## config.mk

```make
export PLATFORM = sky130hd
export DESIGN_NAME = pair_match_monitor
export DESIGN_NICKNAME = d
export VERILOG_FILES = /design/src/rtl/pair_match_pkg.sv /design/src/rtl/pair_res_fifo.sv /design/src/rtl/pair_match_monitor.sv
export SDC_FILE = /design/constraint.sdc
export NUM_CORES = 1
export LEC_CHECK = 0
export ABC_AREA = 1
export ABC_CLOCK_PERIOD_IN_PS = 3150
export CAP_MARGIN = 20
export CELL_PAD_IN_SITES_DETAIL_PLACEMENT = 0
export CELL_PAD_IN_SITES_GLOBAL_PLACEMENT = 1
export CORE_MARGIN = 8
export CORE_UTILIZATION = 40
export CTS_CLUSTER_DIAMETER = 100
export DETAILED_ROUTE_END_ITERATION = 6
export GPL_TIMING_DRIVEN = 0
export PLACE_DENSITY_LB_ADDON = 0.1
export SYNTH_ARGS = -nofsm -noshare
export SYNTH_HDL_FRONTEND = slang
export SYNTH_HIERARCHICAL = 1
export SYNTH_SLANG_ARGS = --single-unit
```

## constraint.sdc

```tcl
create_clock -name clock -period 3.15 [get_ports clock]
set_input_delay 0.63 -clock clock [delete_from_list [all_inputs] [get_ports clock]]
set_output_delay 0.63 -clock clock [all_outputs]
set_load 0.05 [all_outputs]
```

## src/rtl/pair_match_pkg.sv

```systemverilog
// pair_match_pkg: shared types and constants for the pair match monitor
package pair_match_pkg;
  localparam int DEF_WIDTH = 16;
  typedef enum logic [1:0] {T_IDLE, T_LAST_MATCH, T_LAST_MISS} pair_track_e;
  typedef struct packed {
    logic                 match;
    logic [DEF_WIDTH-1:0] diff;
  } pair_res_t;
endpackage

```

## src/rtl/pair_res_fifo.sv

```systemverilog
// pair_res_fifo: two-entry result FIFO with asynchronous active-low reset
module pair_res_fifo #(
  parameter int W = 17
) (
  input  logic         clock,
  input  logic         reset_n,
  input  logic         push,
  input  logic         pop,
  input  logic [W-1:0] din,
  output logic [W-1:0] dout,
  output logic         full,
  output logic         empty
);
  logic [W-1:0] mem [2];
  logic         wp, rp;
  logic [1:0]   cnt;
  assign full  = cnt == 2'd2;
  assign empty = cnt == 2'd0;
  assign dout  = mem[rp];
  always_ff @(posedge clock or negedge reset_n) begin
    if (!reset_n) begin
      mem[0] <= '0;
      mem[1] <= '0;
      wp     <= 1'b0;
      rp     <= 1'b0;
      cnt    <= 2'd0;
    end else begin
      if (push) begin
        mem[wp] <= din;
        wp      <= !wp;
      end
      if (pop) rp <= !rp;
      cnt <= cnt + 2'(push) - 2'(pop);
    end
  end
endmodule

```

## src/rtl/pair_match_monitor.sv

```systemverilog
// pair_match_monitor: classifies word pairs, buffers results and tracks the match toggle rule
module pair_match_monitor
  import pair_match_pkg::*;
#(
  parameter int WIDTH = DEF_WIDTH,
  parameter int CNT_W = 8
) (
  input  logic             clock,
  input  logic             reset_n,
  input  logic             in_valid,
  output logic             in_ready,
  input  logic [WIDTH-1:0] in_a,
  input  logic [WIDTH-1:0] in_b,
  output logic             out_valid,
  input  logic             out_ready,
  output logic             out_match,
  output logic [WIDTH-1:0] out_diff,
  input  logic             clear,
  output logic             viol,
  output logic [CNT_W-1:0] match_cnt,
  output logic [CNT_W-1:0] miss_cnt
);
  localparam logic [CNT_W-1:0] CNT_MAX = '1;
  bit   [WIDTH-1:0] a2, b2;
  logic             match, accept, pop, full, empty, rdy_q, viol_set;
  logic [WIDTH:0]   head;
  logic [CNT_W-1:0] m_base, x_base;
  pair_track_e      state, state_nx;
  assign a2        = in_a;
  assign b2        = in_b;
  assign match     = a2 == b2;
  assign out_valid = !empty;
  assign pop       = out_valid & out_ready;
  assign in_ready  = rdy_q & (!full | out_ready);
  assign accept    = in_valid & in_ready;
  assign out_match = head[WIDTH];
  assign out_diff  = head[WIDTH-1:0];
  assign m_base    = clear ? '0 : match_cnt;
  assign x_base    = clear ? '0 : miss_cnt;
  pair_res_fifo #(.W(WIDTH + 1)) u_fifo (
    .clock   (clock),
    .reset_n (reset_n),
    .push    (accept),
    .pop     (pop),
    .din     ({match, a2 ^ b2}),
    .dout    (head),
    .full    (full),
    .empty   (empty)
  );
  always_ff @(posedge clock or negedge reset_n) begin
    if (!reset_n) state <= T_IDLE;
    else state <= state_nx;
  end
  always_comb begin
    state_nx = clear ? T_IDLE : state;
    viol_set = 1'b0;
    if (accept) begin
      state_nx = match ? T_LAST_MATCH : T_LAST_MISS;
      viol_set = match & !clear & (state == T_LAST_MATCH);
    end
  end
  always_ff @(posedge clock or negedge reset_n) begin
    if (!reset_n) begin
      rdy_q     <= 1'b0;
      viol      <= 1'b0;
      match_cnt <= '0;
      miss_cnt  <= '0;
    end else begin
      rdy_q     <= 1'b1;
      viol      <= (viol & !clear) | viol_set;
      match_cnt <= m_base + CNT_W'(accept & match & (m_base != CNT_MAX));
      miss_cnt  <= x_base + CNT_W'(accept & !match & (x_base != CNT_MAX));
    end
  end
endmodule

```

==> summary.txt, run 1 <==
Placement
  – DP Wirelength: ~5500 um
  – Post-Place Worst Slack: 0.330 ns
  – Buffers on Ports: 71
  – RePlAce Congestion: slightly below 0.8

Final layout
  – Layout cells sized above 1: 0.177
  – Antenna Cells: 0
  – Area of the multi-input gates: between 1000 and 1500 um2
  – Fin nets: 540
  – Area delta synth->final: 31.3%
  – Fillers: just under 800
  – Sequential cell area: around 1500 um2
  – Commonest cells after routing, fill and taps aside: nand2_1 (121), inv_1 (94), clkdlybuf4s50_1 (70)
  – Most common cell after layout, fill and taps aside: nand2_1

GRT
  – Initial antenna violation count: 0
  – Vias in the first global route: ~2600
  – Total track usage: 0.136
  – First-pass GRT wire length: about 12000 um
  – Largest net degree at the start of global routing: 39
  – Total congestion overflow after global routing: 0

Pwr
  – Power share of the clock group: 0.183
  – Sw Pwr: 0.00152 W
  – PwrDens: slightly below 800 nW/um2
  – Largest vdd supply drop: around 0.4 mV
  – Pint: between 0.0015 and 0.002 W
  – Total chip power: around 0.0034 W
  – Static Leak: ~2.3 nW
  – Flop pwr share: 0.320
  – Comb pwr share: 0.497
  – Net Sw Frac: 0.442

Logic synthesis
  – Mapped Area: ~3300 um2
  – Syn_nets: approximately 460
  – Ys Warns: 6
  – Average size of a mapped cell: between 8 and 9 um2
  – Synth unique cells: 33
  – Largest cells by area after synthesis: dfrtp_1 (44%), nand2_1 (14%), inv_1 (11%)
  – Post-synth top area share: 0.436
  – Area leader, netlist: dfrtp_1
  – Seq cells post-synth: 58
  – Seq/Total Area, Yosys: 0.436
  – Synthesized instance count: approximately 410

Worst setup path
  – R2r worst-path depth: 11
  – R2R Path Start: u_fifo/cnt[1]$_DFF_PN0_
  – Worst path required time: 2.52 ns
  – Capture point of the worst reg-to-reg path: miss_cnt[4]$_DFF_PN0_
  – Critical Path Sink Type: primary output
  – Crit Path Max Fanout: 10
  – R2R setup slack: approximately 1.0 ns
  – Setup Crit Path Kind: reg -> out
  – CP startpoint kind: flop
  – CP arrival: about 2.2 ns

Die
  – Initial Util: 0.409
  – Die height: between 100 and 150 um
  – I/O Pins: 73
  – DIE AREA: roughly 11000 um2
  – Die W: between 100 and 150 um
  – # rows: 33
  – Core Region: roughly 8100 um2

Detailed routing
  – Routed vias/inst: about 4.4
  – Initial drt markers: around 120
  – Drt pass-1 iters: 4
  – WL/cell: about 12 um
  – Remaining DRCs: 0
  – Via count: roughly 2700
  – Post-DRT Antenna Nets: 0
  – Wirelength, routed: ~7200 um

STA
  – Setup violations, final: 0
  – Max Clock Skew: 0.00853 ns
  – Tcrit/Tclk final: 0.897
  – Slew @ Worst Pin: 0.523 ns
  – Max Slew Vio Count: 0
  – Crit path setup slack, layout: between 0.3 and 0.4 ns
  – Hold Vio Cnt, Final: 0
  – Rel. slew slack: 0.650
  – RSZ-0062 raised after global routing: no
  – Hold_ws: between 0.2 and 0.3 ns
  – FMAX: between 300 and 400 MHz
  – Final min period: roughly 2.8 ns

Clock network
  – H-tree levels: 3
  – Clock latency on the worst-skew pair: about 0.34 ns
  – Root buffer cell: clkbuf_8
  – Clk slew on worst S/H paths: around 0.06 ns
  – Cts hold-fix bufs: 0
  – Post-CTS setup buffers: 0
  – Max Buffers Root-to-Sink: 2
  – TritonCTS Buffers: 9
  – CTS resizes: 0
  – Clk sinks: a little under 60
  – CTS tree: built

Status
  – Outcome: completed

Job
  – Max cap viols: 0

Min path
  – Hold Crit Class: in -> async
==> metrics by stage <==
step / area, um2 / std cells / setup TNS [ns] / utilization
after floorplan: 3330 / 414 / 0 / -
after global routing: 4370 / 607 / 0 / 0.537
final: 4370 / 607 / 0 / 0.537
after global placement: 4170 / 590 / -26.25 / 0.512
after CTS: 4370 / 607 / 0 / 0.537
after detailed placement: 4180 / 591 / 0 / 0.514
==> cell usage after synthesis, drive strengths merged <==
master,n
nand3,7
xnor2,3
o21ai,52
nor2,21
a21boi,1
nor3,3
ha,6
conb,1
a21oi,2
nand4,3
nand2,130
xor2,11
dfrtp,58
clkinv,3
o31ai,1
clkbuf,1
inv,99
buf,11
nor4,1
==> state kept, by name, indices dropped and copies added (netlist names) <==
signal and cells:
u_fifo/cnt 2, u_fifo/mem 34, viol 1, u_fifo/rp 1, state 2, miss_cnt 8, match_cnt 8, u_fifo/wp 1
rdy_q 1
==> worst max-delay path, cell delays in order (launching register included) <==
cell             delay [ns]
dfrtp_1                0.35
buf_2                  0.17
clkbuf_2               0.22
o21ai_0                0.27
clkdlybuf4s50_1        0.85
==> power by group through the flow <==
stage	sequential (W)	clock, W	combinational, W
floorplan	0.00110	0	0.00118
global placement	0.00110	0	0.00171
detailed placement	0.00111	0	0.00173
CTS	0.00110	0.000646	0.00173
global route	0.00112	0.000682	0.00185
finish	0.00110	0.000628	0.00171
==> per-layer routing <==
metal | track usage | up-vias | routed length, um
li1 | - | 1392 | -
met1 | 0.165 | 1186 | 3270
met2 | 0.218 | 63 | 3420
met3 | 0.0360 | 9 | 427
met4 | 0.0683 | 0 | 110
met5 | 0 | - | 0
==> logic make-up after synthesis <==
group                    Yosys count  synth area share
adder cells (fa/ha/maj)            6            0.0226
AO/OA/AOI/OAI                     56             0.124
buffers and inverters            114             0.150
AND/OR/NAND/NOR                  165             0.229
flip-flops                        58             0.436
other                              1           0.00113
XOR/XNOR                          14            0.0369
==> area by class of cell <==
cell class / count / share of cell area
multi-input combinational: 242 / 0.315
sequential: 58 / 0.332
clock buffer: 14 / 0.0396
timing repair buffer: 72 / 0.166
inverter: 102 / 0.0891
buffer: 12 / 0.0252
clock inverter: 2 / 0.00229
tap: 105 / 0.0301
==> how the worst max path moves through the flow <==
| stage | startpoint | endpoint | depth (start not counted) |
|---|---|---|---|
| 4_1_cts | u_fifo/rp$_DFFE_PN0P_ | out_diff[3] | 4 |
| 2_1_floorplan | out_ready | miss_cnt[7]$_DFF_PN0_ | 12 |
| 6_report | u_fifo/rp$_DFFE_PN0P_ | out_diff[3] | 4 |
| 3_5_place_dp | out_ready | in_ready | 4 |
| 5_1_grt | u_fifo/rp$_DFFE_PN0P_ | out_diff[6] | 4 |
| 3_3_place_gp | reset_n | miss_cnt[2]$_DFF_PN0_ | 1 |
(Power assumes the default switching activity.)
==> inputs of run 2 (changes only) <==
- ABC_CLOCK_PERIOD_IN_PS: 3150 -> 2800
- CORE_UTILIZATION: 40 -> 37
- SETUP_SLACK_MARGIN: default -> 0.15
- clock period: 3.15 -> 2.8 ns (I/O delays scaled with it)
==> run 2 against run 1 <==
Effect of this change:
- global-route usage decreased by 0.71 points
- first-iteration DRC count decreased by 7.8%
- critical path depth unchanged
- non-clock buffer count increased by 1
- sequential share of layout area decreased by 0.12 points
- critical path type is now in -> out
- critical endpoint is now in_ready
- highest routed layer unchanged
==> summary.txt, run 2 (synthesis gave the netlist of run 1 again) <==
Status
  – Outcome: completed

Worst setup path
  – Crit path to: in_ready
  – Worst path required time: around 2.2 ns
  – Capture point of the worst reg-to-reg path: miss_cnt[7]$_DFF_PN0_
  – R2R Path Start: u_fifo/cnt[1]$_DFF_PN0_
  – Crit Path Max Fanout: 2
  – R2r worst-path depth: 13
  – Critical Path Sink Type: primary output
  – CP startpoint: out_ready
  – Setup Crit Path Kind: in -> out
  – CP arrival: 2.01 ns
  – CP startpoint kind: primary input
  – R2R setup slack: 0.69 ns

Detailed routing
  – Post-DRT Antenna Nets: 0
  – DR top layer: met4
  – DRT met1 WL: about 3600 um
  – Routed vias/inst: around 4.3
  – WL/cell: 12.1 um
  – Via count: 2644
  – Remaining DRCs: 0
  – Metal2 WL: around 3400 um
  – Initial drt markers: 106
  – Drt pass-1 iters: 4
  – Wirelength, routed: roughly 7400 um
  – Met3 WL: roughly 310 um

Final layout
  – Layout cells sized above 1: 0.183
  – Leading registers by flop count: u_fifo/mem: 34 flops, match_cnt: 8 flops, miss_cnt: 8 flops
  – Finished Layout Cells: around 610
  – Sequential cell area: around 1500 um2
  – Fillers: between 800 and 900
  – Most common cell after layout, fill and taps aside: nand2_1
  – Commonest cells after routing, fill and taps aside: nand2_1 (121), inv_1 (94), dfrtp_1 (58)
  – Area delta synth->final: 31.8%
  – Fin nets: 541
  – Max reg flops: 34
  – Top reg by flops: u_fifo/mem
  – Area of the multi-input gates: 1380 um2
  – Antenna Cells: 0

GRT
  – Total track usage: 0.129
  – First-pass GRT wire length: 13200 um
  – Largest net degree at the start of global routing: 38
  – Initial antenna violation count: 0
  – Vias in the first global route: ~2800
  – Total congestion overflow after global routing: 0

Clock network
  – Root buffer cell: clkbuf_8
  – Cts hold-fix bufs: 0
  – Clock latency on the worst-skew pair: ~0.33 ns
  – TritonCTS Buffers: 9
  – H-tree levels: 3
  – Post-CTS setup buffers: 0
  – Clk slew on worst S/H paths: ~0.06 ns
  – Clk sinks: just under 60
  – CTS tree: built
  – Max Buffers Root-to-Sink: 2

Pwr
  – Pint: ~0.0021 W
  – Flop pwr share: 0.328
  – Comb pwr share: 0.476
  – Largest vdd supply drop: 0.399 mV
  – Power share of the clock group: 0.196
  – Net Sw Frac: 0.455
  – Sw Pwr: roughly 0.0017 W
  – PwrDens: ~860 nW/um2
  – Static Leak: 2.34 nW

STA
  – Rel. slew slack: 0.662
  – Setup violations, final: 0
  – Slew @ Worst Pin: 0.505 ns
  – Final min period: 2.57 ns
  – Tcrit/Tclk final: 0.919
  – FMAX: roughly 390 MHz
  – RSZ-0062 raised after global routing: no
  – Hold Vio Cnt, Final: 0
  – Crit path setup slack, layout: between 0.2 and 0.25 ns
  – Max Clock Skew: about 0.012 ns
  – Max Slew Vio Count: 0

Die
  – Core Region: about 8700 um2
  – # rows: 34
  – Die W: roughly 110 um
  – Initial Util: 0.381
  – DIE AREA: around 12000 um2
  – Die height: between 100 and 150 um
  – I/O Pins: 73

Placement
  – Dpl cells: between 500 and 600
  – RePlAce Congestion: 0.727
  – Buffers on Ports: approximately 70
  – DP Wirelength: around 5600 um
  – Post-Place Worst Slack: between 0.07 and 0.08 ns

Min path
  – Hold Crit Class: in -> async

Job
  – Max cap viols: 0
[run 2: cell types whose count changed in the layout (fill, tap and decap cells not counted), sizes merged]
cell           previous run  this run
buf                      13        14
clkdlybuf4s50            70        53
clkinvlp                  0         1
clkbuf                   15        11
dlygate4sd2               0        17
bufinv                    0         1
clkinv                    5         7
[run 2: timing repair]
| item | 4_1_cts | 5_1_grt |
|---|---|---|
| setup endpoints to repair | 17 | 0 |
| resized for setup | 17 | 0 |
| endpoints found under the hold margin | 0 | 0 |
[run 2: final cells by class]
class	instances	share of cell area
Buffer	12	0.0251
Clock inverter	6	0.0131
Tap cell	108	0.0308
Sequential cell	58	0.331
Inverter	102	0.0888
Multi-Input combinational cell	242	0.315
Timing Repair Buffer	73	0.167
Clock buffer	10	0.0291
[run 2: per-layer routing]
metal	vias up	GRT usage
met5	-	0
met4	0	0.0568
met3	6	0.0308
met2	54	0.205
met1	1187	0.162
li1	1397	-
[run 2: worst max-delay path, stage by stage]
cell	delay, ns
clkdlybuf4s50_1	0.47
inv_2	0.04
a21boi_2	0.12
clkdlybuf4s50_1	0.82
[run 2: power by group through the flow]
| stage | Combinational, W | Clock, W | Sequential (W) |
|---|---|---|---|
| final | 0.00180 | 0.000741 | 0.00124 |
| after global routing | 0.00198 | 0.000805 | 0.00127 |
| after CTS | 0.00184 | 0.000764 | 0.00124 |
| after detailed placement | 0.00195 | 0 | 0.00125 |
| after global placement | 0.00193 | 0 | 0.00124 |
| after floorplan | 0.00134 | 0 | 0.00124 |
[run 2: stage by stage]
| step | TNS (ns) | hold slack [ns] | power, W | area (um2) | utilization |
|---|---|---|---|---|---|
| 4_1_cts | 0 | 0.190 | 0.00384 | 4380 | 0.502 |
| 6_report | 0 | 0.199 | 0.00378 | 4380 | 0.502 |
| 3_5_place_dp | 0 | 0.468 | 0.00320 | 4220 | 0.484 |
| 5_1_grt | 0 | 0.197 | 0.00406 | 4380 | 0.502 |
| 3_3_place_gp | -47.03 | 0.464 | 0.00317 | 4180 | 0.479 |
| 2_1_floorplan | 0 | 0.264 | 0.00257 | 3330 | - |
[run 2: worst min path at each step]
| stage | endpoint | slack, ns |
|---|---|---|
| 2_1_floorplan | match_cnt[0]$_DFF_PN0_ | 0.26 |
| 3_3_place_gp | match_cnt[3]$_DFF_PN0_ | 0.46 |
| 3_5_place_dp | u_fifo/mem[4]$_DFFE_PN0P_ | 0.47 |
| 4_1_cts | match_cnt[3]$_DFF_PN0_ | 0.19 |
| 5_1_grt | u_fifo/mem[7]$_DFFE_PN0P_ | 0.20 |
| 6_report | u_fifo/mem[28]$_DFFE_PN0P_ | 0.20 |
